File: config.mk
export PLATFORM = sky130hd
export DESIGN_NAME = alu_muldiv
export DESIGN_NICKNAME = d
export VERILOG_FILES = /design/src/rtl/alu_pkg.sv /design/src/rtl/muldiv_unit.sv /design/src/rtl/alu_muldiv.sv
export SDC_FILE = /design/constraint.sdc
export NUM_CORES = 2
export LEC_CHECK = 0
export BUFFER_PORTS_ARGS = -buffer_cell sky130_fd_sc_hd__buf_2
export CAP_MARGIN = 25
export CORE_ASPECT_RATIO = 1.75
export CORE_MARGIN = 2
export CORE_UTILIZATION = 40
export DETAILED_ROUTE_END_ITERATION = 8
export PLACE_DENSITY_LB_ADDON = 0.12
export SYNTH_ARGS = -nofsm -noshare
export SYNTH_HDL_FRONTEND = slang
export SYNTH_SLANG_ARGS = --single-unit
File: constraint.sdc
create_clock -name clk -period 8.6 [get_ports clk]
set_input_delay 1.29 -clock clk [delete_from_list [all_inputs] [get_ports clk]]
set_output_delay 1.29 -clock clk [all_outputs]
set_load 0.005 [all_outputs]
File: src/rtl/alu_pkg.sv
// Shared encodings for the EX-stage ALU and its multiply/divide unit.
package alu_pkg;

   // Combinational ALU op select (alu_control)
   localparam logic [3:0] ALU_ADD  = 4'd0;
   localparam logic [3:0] ALU_SUB  = 4'd1;
   localparam logic [3:0] ALU_AND  = 4'd2;
   localparam logic [3:0] ALU_OR   = 4'd3;
   localparam logic [3:0] ALU_XOR  = 4'd4;
   localparam logic [3:0] ALU_NOR  = 4'd5;
   localparam logic [3:0] ALU_SLL  = 4'd6;
   localparam logic [3:0] ALU_SRL  = 4'd7;
   localparam logic [3:0] ALU_SRA  = 4'd8;
   localparam logic [3:0] ALU_SLT  = 4'd9;
   localparam logic [3:0] ALU_PASA = 4'd10;
   localparam logic [3:0] ALU_PASB = 4'd11;
   localparam logic [3:0] ALU_ADD8 = 4'd12;

   // Multiply/divide op select (md_op); bit 0 set means unsigned
   localparam logic [1:0] MD_MULT  = 2'b00;
   localparam logic [1:0] MD_MULTU = 2'b01;
   localparam logic [1:0] MD_DIV   = 2'b10;
   localparam logic [1:0] MD_DIVU  = 2'b11;

   // Multiply/divide sequencer states
   typedef enum logic [1:0] {
      ST_IDLE = 2'd0,
      ST_RUN  = 2'd1,
      ST_FIX  = 2'd2
   } md_state_t;

endpackage

File: src/rtl/muldiv_unit.sv
// Iterative multiply/divide unit: shift-add multiply, restoring divide,
// sign fix-up on magnitudes, and the HI/LO architectural registers.
module muldiv_unit
   import alu_pkg::*;
#(
   parameter int WIDTH   = 32,
   parameter int SHAMT_W = $clog2(WIDTH)
) (
   input  logic             clk,
   input  logic             reset,
   input  logic [WIDTH-1:0] operand_A,
   input  logic [WIDTH-1:0] operand_B,
   input  logic             md_start,
   input  logic [1:0]       md_op,
   input  logic             hi_we,
   input  logic             lo_we,
   output logic             md_busy,
   output logic             md_done,
   output logic [WIDTH-1:0] hi,
   output logic [WIDTH-1:0] lo
);

   md_state_t            r_state, w_state_nxt;
   logic [SHAMT_W-1:0]   r_cnt;
   // Multiply: {partial sum, remaining multiplier}. Divide: {remainder, quotient/dividend}.
   logic [2*WIDTH-1:0]   r_acc;
   logic [WIDTH-1:0]     r_mcand;    // multiplicand or divisor magnitude
   logic [WIDTH-1:0]     r_a_orig;   // original dividend for the divide-by-zero result
   logic [1:0]           r_op;
   logic                 r_neg_q;    // product/quotient must be negated
   logic                 r_neg_r;    // remainder must be negated (dividend sign)
   logic                 r_done;
   logic [WIDTH-1:0]     r_hi, r_lo;

   logic                 w_signed, w_a_neg, w_b_neg, w_is_div;
   logic [WIDTH-1:0]     w_a_mag, w_b_mag;
   logic [WIDTH:0]       w_mul_sum, w_rem_sh, w_rem_diff;
   logic [2*WIDTH-1:0]   w_mul_nxt, w_div_nxt, w_prod;
   logic [WIDTH-1:0]     w_fix_hi, w_fix_lo;

   function automatic logic [WIDTH-1:0] cond_neg(input logic neg, input logic [WIDTH-1:0] v);
      return neg ? -v : v;
   endfunction

   assign w_signed = (md_op == MD_MULT) || (md_op == MD_DIV);
   assign w_a_neg  = w_signed & operand_A[WIDTH-1];
   assign w_b_neg  = w_signed & operand_B[WIDTH-1];
   assign w_a_mag  = cond_neg(w_a_neg, operand_A);
   assign w_b_mag  = cond_neg(w_b_neg, operand_B);
   assign w_is_div = r_op[1];

   // One shift-add multiply step: add multiplicand if LSB set, then shift right.
   assign w_mul_sum = {1'b0, r_acc[2*WIDTH-1:WIDTH]} + (r_acc[0] ? {1'b0, r_mcand} : '0);
   assign w_mul_nxt = {w_mul_sum, r_acc[WIDTH-1:1]};

   // One restoring divide step: shift in next dividend bit, subtract if it fits.
   assign w_rem_sh   = {r_acc[2*WIDTH-1:WIDTH], r_acc[WIDTH-1]};
   assign w_rem_diff = w_rem_sh - {1'b0, r_mcand};
   assign w_div_nxt  = w_rem_diff[WIDTH] ? {w_rem_sh[WIDTH-1:0], r_acc[WIDTH-2:0], 1'b0}
                                         : {w_rem_diff[WIDTH-1:0], r_acc[WIDTH-2:0], 1'b1};

   assign w_prod = r_neg_q ? -r_acc : r_acc;

   // Final sign correction and divide-by-zero override for the HI/LO write.
   always_comb begin
      w_fix_hi = w_prod[2*WIDTH-1:WIDTH];
      w_fix_lo = w_prod[WIDTH-1:0];
      if (w_is_div) begin
         if (r_mcand == '0) begin
            w_fix_hi = r_a_orig;
            w_fix_lo = '1;
         end else begin
            w_fix_hi = cond_neg(r_neg_r, r_acc[2*WIDTH-1:WIDTH]);
            w_fix_lo = cond_neg(r_neg_q, r_acc[WIDTH-1:0]);
         end
      end
   end

   // State register.
   always_ff @(posedge clk) begin
      if (reset) r_state <= ST_IDLE;
      else       r_state <= w_state_nxt;
   end

   // Next-state: IDLE -> RUN for WIDTH iterations -> FIX -> IDLE.
   always_comb begin
      w_state_nxt = r_state;
      case (r_state)
         ST_IDLE: if (md_start) w_state_nxt = ST_RUN;
         ST_RUN:  if (r_cnt == SHAMT_W'(WIDTH-1)) w_state_nxt = ST_FIX;
         ST_FIX:  w_state_nxt = ST_IDLE;
         default: w_state_nxt = ST_IDLE;
      endcase
   end

   // Operand capture, per-cycle iteration, and HI/LO write-back.
   always_ff @(posedge clk) begin
      if (reset) begin
         r_cnt    <= '0;
         r_acc    <= '0;
         r_mcand  <= '0;
         r_a_orig <= '0;
         r_op     <= '0;
         r_neg_q  <= 1'b0;
         r_neg_r  <= 1'b0;
         r_done   <= 1'b0;
         r_hi     <= '0;
         r_lo     <= '0;
      end else begin
         r_done <= 1'b0;
         case (r_state)
            ST_IDLE: begin
               if (md_start) begin
                  r_acc    <= {{WIDTH{1'b0}}, w_a_mag};
                  r_mcand  <= w_b_mag;
                  r_a_orig <= operand_A;
                  r_op     <= md_op;
                  r_neg_q  <= w_a_neg ^ w_b_neg;
                  r_neg_r  <= w_a_neg;
                  r_cnt    <= '0;
               end else begin
                  if (hi_we) r_hi <= operand_A;
                  if (lo_we) r_lo <= operand_A;
               end
            end
            ST_RUN: begin
               r_acc <= w_is_div ? w_div_nxt : w_mul_nxt;
               r_cnt <= r_cnt + SHAMT_W'(1);
            end
            ST_FIX: begin
               r_hi   <= w_fix_hi;
               r_lo   <= w_fix_lo;
               r_done <= 1'b1;
            end
            default: ;
         endcase
      end
   end

   assign md_busy = (r_state != ST_IDLE);
   assign md_done = r_done;
   assign hi      = r_hi;
   assign lo      = r_lo;

endmodule

File: src/rtl/alu_muldiv.sv
// EX-stage ALU: single-cycle combinational ops with Z/N/V flags, plus the
// iterative multiply/divide unit holding HI/LO.
module alu_muldiv
   import alu_pkg::*;
#(
   parameter int WIDTH   = 32,
   parameter int SHAMT_W = $clog2(WIDTH)
) (
   input  logic             clk,
   input  logic             reset,
   input  logic [WIDTH-1:0] operand_A,
   input  logic [WIDTH-1:0] operand_B,
   input  logic [3:0]       alu_control,
   output logic [WIDTH-1:0] result,
   output logic             z_flag,
   output logic             n_flag,
   output logic             v_flag,
   input  logic             md_start,
   input  logic [1:0]       md_op,
   input  logic             hi_we,
   input  logic             lo_we,
   output logic             md_busy,
   output logic             md_done,
   output logic [WIDTH-1:0] hi,
   output logic [WIDTH-1:0] lo
);

   logic [SHAMT_W-1:0]      w_shamt;
   logic signed [WIDTH-1:0] w_a_s, w_b_s;
   logic [WIDTH-1:0]        w_sum, w_diff;
   logic                    w_add_ovf, w_sub_ovf;

   assign w_shamt = operand_A[SHAMT_W-1:0];
   assign w_a_s   = operand_A;
   assign w_b_s   = operand_B;
   assign w_sum   = operand_A + operand_B;
   assign w_diff  = operand_A - operand_B;

   // Overflow: same-sign add flips sign; differing-sign subtract departs from A's sign.
   assign w_add_ovf = (operand_A[WIDTH-1] == operand_B[WIDTH-1]) && (w_sum[WIDTH-1]  != operand_A[WIDTH-1]);
   assign w_sub_ovf = (operand_A[WIDTH-1] != operand_B[WIDTH-1]) && (w_diff[WIDTH-1] != operand_A[WIDTH-1]);

   // Op decode and result mux; V is meaningful only for ADD/SUB.
   always_comb begin
      result = '0;
      v_flag = 1'b0;
      case (alu_control)
         ALU_ADD:  begin result = w_sum;  v_flag = w_add_ovf; end
         ALU_SUB:  begin result = w_diff; v_flag = w_sub_ovf; end
         ALU_AND:  result = operand_A & operand_B;
         ALU_OR:   result = operand_A | operand_B;
         ALU_XOR:  result = operand_A ^ operand_B;
         ALU_NOR:  result = ~(operand_A | operand_B);
         ALU_SLL:  result = operand_B << w_shamt;
         ALU_SRL:  result = operand_B >> w_shamt;
         ALU_SRA:  result = w_b_s >>> w_shamt;
         ALU_SLT:  result = {{(WIDTH-1){1'b0}}, (w_a_s < w_b_s)};
         ALU_PASA: result = operand_A;
         ALU_PASB: result = operand_B;
         ALU_ADD8: result = operand_B + WIDTH'(8);
         default:  result = '0;
      endcase
   end

   assign z_flag = (result == '0);
   assign n_flag = result[WIDTH-1];

   muldiv_unit #(
      .WIDTH   (WIDTH),
      .SHAMT_W (SHAMT_W)
   ) u_muldiv (
      .clk       (clk),
      .reset     (reset),
      .operand_A (operand_A),
      .operand_B (operand_B),
      .md_start  (md_start),
      .md_op     (md_op),
      .hi_we     (hi_we),
      .lo_we     (lo_we),
      .md_busy   (md_busy),
      .md_done   (md_done),
      .hi        (hi),
      .lo        (lo)
   );

endmodule

==> flow_metrics.tcl <==
set metrics [dict create \
    outcome "finished, final reports clean" \
    skew_ns 0.0171 \
    n_fill_cell 7260 \
    pwr-share-seq_pct 29.2 \
    rsz0062_at_grt "no" \
    synth.distinct_cells 94 \
    portBuffers 175 \
    startpoint_type "input pin" \
    synth_area_um2 26600 \
    cts_hold_buf 0 \
    vdd_drop_max_uv 110 \
    p_int_mw 2.07 \
    hold_viol 0 \
    pin_count 176 \
    cts_max_level 1 \
    power_leakage_nw 11.6 \
    cts_buffers 20 \
    slew_headroom_pct 25.3 \
    path_clk_slew_ns 0.07 \
    worst_pin_slew_ns 1.11 \
    synth_ff_type "dfxtp_1" \
    fp.dieW_um 199 \
    cp_cell_sequence "buf_4 > mux4_2 > o311ai_0 > nand4_1 > a2111oi_1 > or4b_1 > and4bb_1 > or3b_1 > nor4b_2 > nand4b_1 > nor4_2 > buf_2" \
    clockBufferDepth 3 \
    crit_family "simple AND/OR/NAND/NOR gates" \
    p_clk_share_pct 25.2 \
    yosys_warnings 0 \
    final-setup-viol-count 0 \
    synth-seq-area-share_pct 15.3 \
    synthesis.nets 3943 \
    grt_start_max_net_pins 78 \
    power.density_nw_per_um2 128 \
    finalMaxSlewViolations 0 \
    layout-drive-gt1-share_pct 12.3 \
    gp_congestion 1.11 \
    std_cell_rows 125 \
    grt_first_pass_wirelength_um 206000 \
    combinationalPowerShare_pct 45.5 \
    min_period_ns 8.50 \
    total_power_mw 3.69 \
    ant_nets 0 \
    worstPathArrival_ns 7.21 \
    post-route-period-util_pct 98.8 \
    via_count 30299 \
    p_sw_share_pct 43.9 \
    nNetsFinal 3920 \
    overflow 0 \
    required_ns 7.31 \
    pre_cts_ws_ns 0.349 \
    dieArea_um2 68600 \
    critPathSlowestCell "a2111oi_1" \
    cts_root_buffer "clkbuf_16" \
    worst_slack_ns 0.101 \
    path_class "in -> out" \
    synth_enable_flop_cells 0 \
    fmaxAchievable_mhz 118 \
    max_cap_viol_count 0 \
    grt_pass1_vias 29182 \
    timing.setup.tns_ns 0 \
    drc 0 \
    p_switching_mw 1.62 \
    async_reset_ff_share_pct 0 \
    first_pass_iters 8 \
    grt_usage_pct 41.3 \
    cts_tree "done" \
    end_kind "output port" \
    place_hpwl_um 110000 \
    antenna_found_initial 13 \
    start_util_pct 40.3 \
    syn_to_final_growth_pct 8.89 \
    syn_area_per_cell_um2 7.22 \
    wl_per_cell_um 31.6 \
    cts.sink_count 203 \
    clk-insertion-delay-late_ns 0.55 \
    synth_cells 3681 \
    hold_path.class "reg -> reg" \
    wirelength_um 144000 \
    drt_iter0_drc 2902 \
    crit_fanout 40 \
    coreArea_um2 66000 \
    fp.dieH_um 345 \
    via_per_inst 6.64 \
    path_buf_inv 2 \
    synth-seq-cells 203 \
    critPathMaxStageDelay_ns 0.77 \
]
[area by class of cell]
| type | count | area (µm²) | share of cell area (%) |
|---|---|---|---|
| multi-input combinational | 2980 | 20700 | 71.5 |
| sequential | 203 | 4070 | 14.1 |
| timing repair buffer | 298 | 1830 | 6.32 |
| tap | 889 | 1110 | 3.85 |
| clock buffer | 28 | 582 | 2.01 |
| inverter | 155 | 582 | 2.01 |
| clock inverter | 6 | 62.6 | 0.216 |
| antenna | 6 | 15.0 | 0.0519 |
[metal layers]
metal	up-vias	GRT usage [%]	share of wire [%]
li1	13506	-	-
met1	14442	41.8	33
met2	1706	68.9	46
met3	633	8.99	8.1
met4	12	41.4	12
met5	-	0	0.051
[metrics by stage]
step / cells / util [%] / cell area, µm² / hold slack, ns
2_1_floorplan: 3681 / - / 26600 / 0.433
3_3_place_gp: 4521 / 42.8 / 28200 / 0.438
3_5_place_dp: 4521 / 42.8 / 28200 / 0.441
4_1_cts: 4555 / 43.8 / 28900 / 0.451
5_1_grt: 4559 / 43.8 / 28900 / 0.469
6_report: 4565 / 43.8 / 28900 / 0.445
[logic make-up (layout without fill, tap and decap cells)]
group,after synthesis,in the layout,synth area share [%]
AOI/OAI and AO/OA,1228,1228,30.6
and+or+nand+nor,1149,1149,20.1
buffers and inverters,498,487,7.36
xor gates and xnor gates,226,226,7.45
DFF,203,203,15.3
muxes,190,190,10.3
adders and majority gates,187,187,8.92
other,0,6,0
[power by group through the flow]
stage | Clock, mW | Combinational (mW) | Sequential [mW]
CTS | 0.946 | 1.62 | 1.08
floorplan | 0 | 1.04 | 1.06
global placement | 0 | 1.61 | 1.10
finish | 0.932 | 1.68 | 1.08
detailed placement | 0 | 1.61 | 1.10
global route | 0.976 | 1.77 | 1.09
[worst paths after layout]
check        slack (ns)  cells past startpoint                              end                            start
max reg2reg        3.31                     17  u_muldiv.r_acc[55]$_SDFFE_PP0P_  u_muldiv.r_acc[31]$_SDFFE_PP0P_
min reg2reg        0.44                      2     u_muldiv.hi[30]$_SDFFE_PP0P_     u_muldiv.hi[30]$_SDFFE_PP0P_
min                0.44                      2     u_muldiv.hi[30]$_SDFFE_PP0P_     u_muldiv.hi[30]$_SDFFE_PP0P_
max                0.10                     12                           z_flag                     operand_A[1]
[cell usage after synthesis, types with 19 or more instances]
| cell | instances | area share, % |
|---|---|---|
| o21bai_1 | 29 | 0.82 |
| nand2b_1 | 32 | 0.75 |
| ha_1 | 183 | 8.6 |
| or3_1 | 26 | 0.61 |
| clkbuf_1 | 281 | 4.0 |
| o21ai_0 | 211 | 4.0 |
| and3_1 | 24 | 0.57 |
| nand2_1 | 385 | 5.4 |
| dfxtp_1 | 203 | 15 |
| a21oi_1 | 320 | 6.0 |
| o22ai_1 | 25 | 0.59 |
| mux2i_1 | 110 | 4.1 |
| nor3_1 | 75 | 1.4 |
| xnor2_1 | 179 | 5.9 |
| xor2_1 | 47 | 1.5 |
| o31ai_1 | 30 | 0.85 |
| a221oi_1 | 19 | 0.63 |
| buf_1 | 24 | 0.34 |
| o221ai_1 | 53 | 1.7 |
| nor2b_1 | 20 | 0.47 |
| a311oi_1 | 22 | 0.73 |
| a31oi_1 | 23 | 0.54 |
| a21o_1 | 42 | 1.2 |
| inv_1 | 144 | 2.0 |
| nor2_1 | 364 | 5.1 |
| nand4_1 | 31 | 0.73 |
| mux4_2 | 59 | 5.0 |
| a211oi_1 | 142 | 4.0 |
| o21ai_1 | 49 | 0.92 |
| buf_2 | 30 | 0.57 |
| o211ai_1 | 43 | 1.2 |
| nor4_1 | 36 | 0.85 |
| nand3_1 | 53 | 1.0 |
| a22oi_1 | 38 | 1.1 |
[tightest hold or removal path: cells and delay by family (launching register included)]
family	cells	cell delay [ns]
AO/OA/AOI/OAI	1	0.05
AND/OR/NAND/NOR	1	0.05
flip-flops	1	0.31
[state kept, by name, summed over array words and instances (netlist names), 2 cells and up]
signal             count
u_muldiv.r_state       2
u_muldiv.r_mcand      32
u_muldiv.r_a_orig     32
u_muldiv.hi           32
u_muldiv.r_acc        64
u_muldiv.lo           32
u_muldiv.r_cnt         5
[cell usage in the layout, fill, tap and decap left out, types with 12 or more instances in the layout]
master,netlist,final
a31oi_1,23,23
o21ai_0,211,211
mux4_2,59,59
nand2b_1,32,32
o221ai_1,53,53
o21ai_1,49,48
nand3_1,53,53
nor3_1,75,74
o211ai_1,43,43
a221o_1,12,12
clkbuf_16,0,21
xnor2_1,179,178
a311oi_1,22,22
a22oi_1,38,38
a21oi_1,320,320
mux2i_1,110,110
o21bai_1,29,29
buf_2,30,170
ha_1,183,183
o41ai_1,18,18
or4_1,15,15
buf_4,3,123
nand2_1,385,385
and2_1,18,18
or3_1,26,26
inv_1,144,144
nor2_1,364,360
o31ai_1,30,30
a221oi_1,19,19
a211oi_1,142,142
dfxtp_1,203,201
o21a_1,18,18
o22ai_1,25,25
nor2b_1,20,18
a21o_1,42,42
nor4_1,36,35
and3_1,24,24
nand4_1,31,31
mux2_2,15,15
xor2_1,47,47
[timing repair]
item | 4_1_cts | 5_1_grt
setup endpoints to repair | 0 | 1
resized for setup | 0 | 1
setup buffers | 0 | 0
Power figures use the tool's default switching activity.
